**src/rtl/ram2_mem_arbiter.sv**
```systemverilog
// RAM2 port arbiter: MEM-stage accesses below RAM2_LIMIT pre-empt instruction fetch.
// Optional post-write recovery window is compiled in with `define RAM2_WR_RECOVERY_EN.
module ram2_mem_arbiter #(
  parameter logic [17:0] RAM2_LIMIT  = 18'h08000,
  parameter int unsigned WR_RECOVERY = 1
) (
  input  logic        clk,
  input  logic        rst,
  input  logic [15:0] pc_i,
  input  logic [17:0] mem_addr_i,
  input  logic [15:0] mem_wdata_i,
  input  logic        mem_read_i,
  input  logic        mem_write_i,
  input  logic [15:0] ram2res_i,
  output logic        is_RAM2_mem_o,
  output logic [17:0] addr_mem_o,
  output logic [15:0] data_mem_o,
  output logic        isread_mem_o,
  output logic        iswrite_mem_o,
  output logic [15:0] addr_if_o,
  output logic [15:0] inst_o,
  output logic        inst_valid_o,
  output logic [15:0] mem_rdata_o,
  output logic        mem_done_o,
  output logic        stall_o
);

  typedef enum logic [1:0] {S_INIT, S_RUN, S_RECOVER} state_t;

  state_t state_q, state_d;
  logic   mem_hit;
  logic   rec_done;
  logic   if_cycle;
  logic   mem_rd_cycle;
  logic   mem_cycle;

  // Both strobes high is treated as a malformed request and left to IF.
  assign mem_hit    = (mem_addr_i < RAM2_LIMIT) && (mem_read_i ^ mem_write_i);
  assign addr_if_o  = pc_i;
  assign addr_mem_o = mem_addr_i;
  assign data_mem_o = mem_wdata_i;

`ifdef RAM2_WR_RECOVERY_EN
  localparam bit REC_EN = (WR_RECOVERY != 32'd0);

  logic [1:0] rec_cnt;

  always_ff @(posedge clk or posedge rst) begin
    if (rst) begin
      rec_cnt <= '0;
    end else if (state_q == S_RUN && mem_hit && mem_write_i && REC_EN) begin
      rec_cnt <= 2'(WR_RECOVERY - 32'd1);
    end else if (state_q == S_RECOVER && rec_cnt != 2'd0) begin
      rec_cnt <= rec_cnt - 2'd1;
    end
  end

  assign rec_done = (rec_cnt == 2'd0);
`else
  // Recovery compiled out: WR_RECOVERY has no effect and S_RECOVER is unreachable.
  localparam bit REC_EN = 1'b0 && (WR_RECOVERY != 32'd0);

  assign rec_done = 1'b1;
`endif

  always_ff @(posedge clk or posedge rst) begin
    if (rst) begin
      state_q <= S_INIT;
    end else begin
      state_q <= state_d;
    end
  end

  always_comb begin
    state_d = state_q;
    case (state_q)
      S_INIT:    state_d = S_RUN;
      S_RUN:     if (mem_hit && mem_write_i && REC_EN) state_d = S_RECOVER;
      S_RECOVER: if (rec_done) state_d = S_RUN;
      default:   state_d = S_INIT;
    endcase
  end

  // Outputs are also gated by rst so an in-flight write is dropped immediately.
  always_comb begin
    is_RAM2_mem_o = 1'b0;
    isread_mem_o  = 1'b0;
    iswrite_mem_o = 1'b0;
    stall_o       = 1'b1;
    if_cycle      = 1'b0;
    mem_rd_cycle  = 1'b0;
    mem_cycle     = 1'b0;
    if (!rst) begin
      case (state_q)
        S_RUN: begin
          if (mem_hit) begin
            is_RAM2_mem_o = 1'b1;
            isread_mem_o  = mem_read_i;
            iswrite_mem_o = mem_write_i;
            mem_rd_cycle  = mem_read_i;
            mem_cycle     = 1'b1;
          end else begin
            stall_o  = 1'b0;
            if_cycle = 1'b1;
          end
        end
        S_RECOVER: is_RAM2_mem_o = 1'b1;
        default: ;
      endcase
    end
  end

  always_ff @(posedge clk or posedge rst) begin
    if (rst) begin
      inst_o       <= '0;
      inst_valid_o <= 1'b0;
      mem_rdata_o  <= '0;
      mem_done_o   <= 1'b0;
    end else begin
      inst_valid_o <= if_cycle;
      mem_done_o   <= mem_cycle;
      if (if_cycle)     inst_o      <= ram2res_i;
      if (mem_rd_cycle) mem_rdata_o <= ram2res_i;
    end
  end

endmodule

```
**config.mk**
```make
export PLATFORM = sky130hd
export DESIGN_NAME = ram2_mem_arbiter
export DESIGN_NICKNAME = d
export VERILOG_FILES = /design/src/rtl/ram2_mem_arbiter.sv
export SDC_FILE = /design/constraint.sdc
export NUM_CORES = 1
export LEC_CHECK = 0
export ABC_AREA = 1
export CAP_MARGIN = 20
export CORE_ASPECT_RATIO = 0.8
export CORE_MARGIN = 1.5
export CORE_UTILIZATION = 30
export DETAILED_ROUTE_END_ITERATION = 7
export GPL_TIMING_DRIVEN = 1
export PLACE_DENSITY = 0.88
export SLEW_MARGIN = 40
export SYNTH_ARGS = -nofsm -noshare
export SYNTH_HDL_FRONTEND = slang
export SYNTH_SLANG_ARGS = --single-unit
```
**constraint.sdc**
```tcl
create_clock -name clk -period 1.1 [get_ports clk]
set_input_delay 0.11 -clock clk [delete_from_list [all_inputs] [get_ports clk]]
set_output_delay 0.11 -clock clk [all_outputs]
set_load 0.03 [all_outputs]
```
==> summary.md <==
| Metric | Value |
|---|---|
| Power density over the cells | `1540 mW/mm²` |
| Number of cell instances on the worst register-to-register path | `8` |
| Clock sink count | `35` |
| Clock power share | `slightly below 30%` |
| Std-Cell Core Area | `0.00604 mm²` |
| Vias after detailed routing | `1489` |
| Largest net degree at the start of global routing | `23` |
| Data arrival time at the worst-slack endpoint | `1.28 ns` |
| Area share of the leading cell type in the synthesized netlist | `45.5%` |
| Fin. max-slew vios | `0` |
| Total number of yosys warnings | `0` |
| Setup slack of the critical path after layout | `-0.292 ns` |
| Run status | `complete, but fails checks` |
| Violation count after the first detailed-route iteration | `between 80 and 90` |
| Largest stage delay, worst path | `0.35 ns` |
| Cell with the biggest individual delay on the critical path | `dfrtp_1` |
| Count of antenna diodes in the layout | `0` |
| Post-synthesis to final-layout area growth | `34.1%` |
| List of cells traversed by the critical path | `inv_2 -> nor2_4 -> buf_6 -> nand2_4 -> nor2_4 -> buf_12` |
| Total Power | `0.00397 W` |
| Insertion delay of the later-clocked pin in the worst-skew pair | `between 0.2 and 0.3 ns` |
| Port bufs | `63` |
| Fraction of layout cells with a size suffix above 1 | `44.8%` |
| TritonCTS Buffers | `5` |
| Starting Density | `31.9%` |
| Final wirelength | `4640 µm` |
| Type of element launching the critical path | `flip-flop` |
| Mean area per synthesized cell | `8.99 µm²` |
| Wire length per cell after detailed routing | `14.1 µm` |
| Hold Vio Cnt, Final | `0` |
| Crit path max-delay family | `flip-flops` |
| Standard cell area after detailed placement | `0.00234 mm²` |
| Die Area | `~0.0069 mm²` |
| Count of cell instances traversed by the critical path | `6` |
| DIE HEIGHT | `between 70 and 80 µm` |
| Number of storage elements in the synthesis netlist | `35` |
| Violated checks | `negative setup slack` |
| Cell types occupying the most area after synthesis | `dfrtp_1 (46%), buf_4 (20%), nand2_1 (12%)` |
| Standby leakage power | `1.35 nW` |
| Global route overflow | `0` |
| Net count of the mapped netlist | `284` |
| Hold buffer count at CTS | `0` |
| Fraction of the yosys area taken by sequential cells | `45.5%` |
| Final worst path period share | `127%` |
| Worst Hold Class | `in2out` |
| Number of global-route vias before repair | `roughly 1500` |
| Bufs on Longest Clock Path | `2` |
| Hold Path Cell Cnt | `0` |
| Number of rows created at floorplan | `25` |
| Minimum clock period after layout | `1.39 ns` |
| Class of the most critical setup path | `reg2out` |
| Combinational cell fraction of total power | `30.2%` |
| Gate count after technology mapping | `214` |
| Achievable frequency | `between 0.7 and 0.8 GHz` |
| Wire length of the first global-routing pass | `7120 µm` |
| Combined buffer and inverter count along the critical path | `3` |
| Max Cap Viol | `0` |
| TritonRoute pass-1 iters | `4` |
| Reg power frac | `about two fifths` |
| Switching part of the total | `32.1%` |
| Htree depth | `2` |
| Number of antenna violations at the first check in global routing | `0` |
| Switching power total | `around 0.0013 W` |
| Post-synthesis cell type with the largest combined area | `dfrtp_1` |
| Number of top-level design ports | `158` |
| Number of unique standard cell types used by synthesis | `19` |
| Number of nets with antenna violations after routing | `0` |
| Final worst clock skew | `between 0.002 and 0.0025 ns` |
| Cell area after synthesis | `0.00192 mm²` |
| Number of design rule violations left after detail routing | `0` |
| Crit Path Max Fanout | `4` |
| Worst setup EP type | `primary output` |
| Post-detailed-route via-to-cell ratio | `approximately 4.5` |
| Root buffer selected by CTS | `clkbuf_8` |
| Cell with the most instances on the worst path | `nor2_4` |
| Endpoints failing setup | `37` |
| VDD IR-drop max | `between 0.0006 and 0.0007 V` |
| Total Routing Usage GR | `13.4%` |
| RSZ-0062 raised after global routing | `true` |
| GPL Wtd Cong | `0.733` |
| Data required time at the worst endpoint | `0.99 ns` |
| Net count, final | `317` |
| Worst-path clk slew | `0.07 ns` |
| Final-layout fill cell count | `577` |
| Area of all sequential standard cells | `876 µm²` |
| Width of the die | `between 90 and 100 µm` |
| Post-route standard cell area excluding fillers | `0.00258 mm²` |
| Area used by multi-input combinational logic | `633 µm²` |
| Final HPWL from detailed placement | `3360 µm` |
| CTS tree | `built` |
| P_int | `0.00270 W` |
-- synthesized netlist by cell type --
cell type	n
dfrtp_1	35
buf_2	4
nor2_4	2
conb_1	1
buf_12	1
buf_6	3
nand2_4	2
nor2_2	1
nor2_1	2
clkbuf_1	1
nand2_2	10
nand3_1	16
nand2_1	59
nand4_2	1
inv_2	2
buf_4	50
nand4_4	1
inv_1	7
nand4_1	16
-- cells in the final DEF, fill, tap and decap left out, types with 2 or more instances in the layout --
master | Yosys | final
nor2_2 | 1 | 2
nand3_1 | 16 | 16
inv_1 | 7 | 2
dlymetal6s2s_1 | 0 | 4
dfrtp_1 | 35 | 35
nand4_1 | 16 | 16
buf_12 | 1 | 5
buf_6 | 3 | 13
nand2_1 | 59 | 45
inv_2 | 2 | 5
buf_4 | 50 | 44
nand2_2 | 10 | 22
nand2_4 | 2 | 3
nor2_4 | 2 | 3
clkbuf_8 | 0 | 6
nand4_4 | 1 | 2
clkdlybuf4s50_1 | 0 | 17
-- final cells by class --
class / count / area share, %
clock buffer: 6 / 3.20
clock inverter: 2 / 1.36
inverter: 9 / 1.55
multi-input combinational: 111 / 24.6
timing repair buffer: 85 / 31.4
sequential: 35 / 34.0
tap: 81 / 3.93
-- kinds of logic after synthesis --
logic type | Yosys count | synth area share (%)
and+or+nand+nor | 110 | 29.0
DFF | 35 | 45.5
buffers and inverters | 68 | 25.3
other | 1 | 0.195
-- state kept, by name, summed over array words and instances (netlist names) --
signal        flops
inst_o           16
mem_done_o        1
mem_rdata_o      16
inst_valid_o      1
state_q           1
-- worst reg2reg max path, delay by kind of cell, from the launching register on --
family	cells	cell delay, ns
DFF	1	0.35
and+or+nand+nor	4	0.33
buffers and inverters	4	0.47
-- power by group through the flow --
stage                     clock network [W]  registers (W)  logic (W)
after floorplan                           0        0.00193   0.000610
after global placement                    0        0.00160    0.00114
after detailed placement                  0        0.00161    0.00116
after CTS                           0.00121        0.00159    0.00118
after global routing                0.00127        0.00162    0.00127
final                               0.00118        0.00160    0.00120
-- timing repair --
item | CTS | global route
setup endpoints to repair | 37 | 38
cloned | 0 | 0
pin swaps | 6 | 4
resized for setup | 12 | 33
setup buffers | 7 | 3
endpoints found under the hold margin | 0 | 0
-- worst paths after layout --
check / startpoint / end / slack (ns)
min: pc_i[12] / addr_if_o[12] / 0.22
max: state_q[0] / iswrite_mem_o / -0.29
min in group asynchronous: rst / inst_o[4] / 0.30
min reg2reg: mem_rdata_o[2] / mem_rdata_o[2] / 0.48
max reg2reg: state_q[0] / inst_o[7] / -0.15
max in group asynchronous: rst / inst_o[9] / 0.54
-- routing by layer --
| metal | up-vias | GRT usage (%) | share of wire, % | routed length [µm] |
|---|---|---|---|---|
| met2 | 69 | 22.8 | 50 | 2320 |
| met3 | 8 | 4.65 | 8.4 | 389 |
| met1 | 719 | 15.7 | 40 | 1880 |
| met4 | 0 | 5.47 | 1.2 | 54 |
| li1 | 693 | - | - | - |
| met5 | - | 0 | 0 | 0 |
-- metrics by stage --
stage	setup TNS, ns	hold slack (ns)	worst slack (ns)	instances	util, %
after CTS	-6.78	0.220	-0.308	332	42.1
after global routing	-6.30	0.220	-0.360	329	42.7
after floorplan	-0.241	0.254	-0.0474	214	-
final	-4.10	0.220	-0.292	329	42.7
after detailed placement	-12.10	0.220	-0.354	318	38.8
after global placement	-10.31	0.220	-0.322	318	38.8
(Power assumes the default switching activity.)
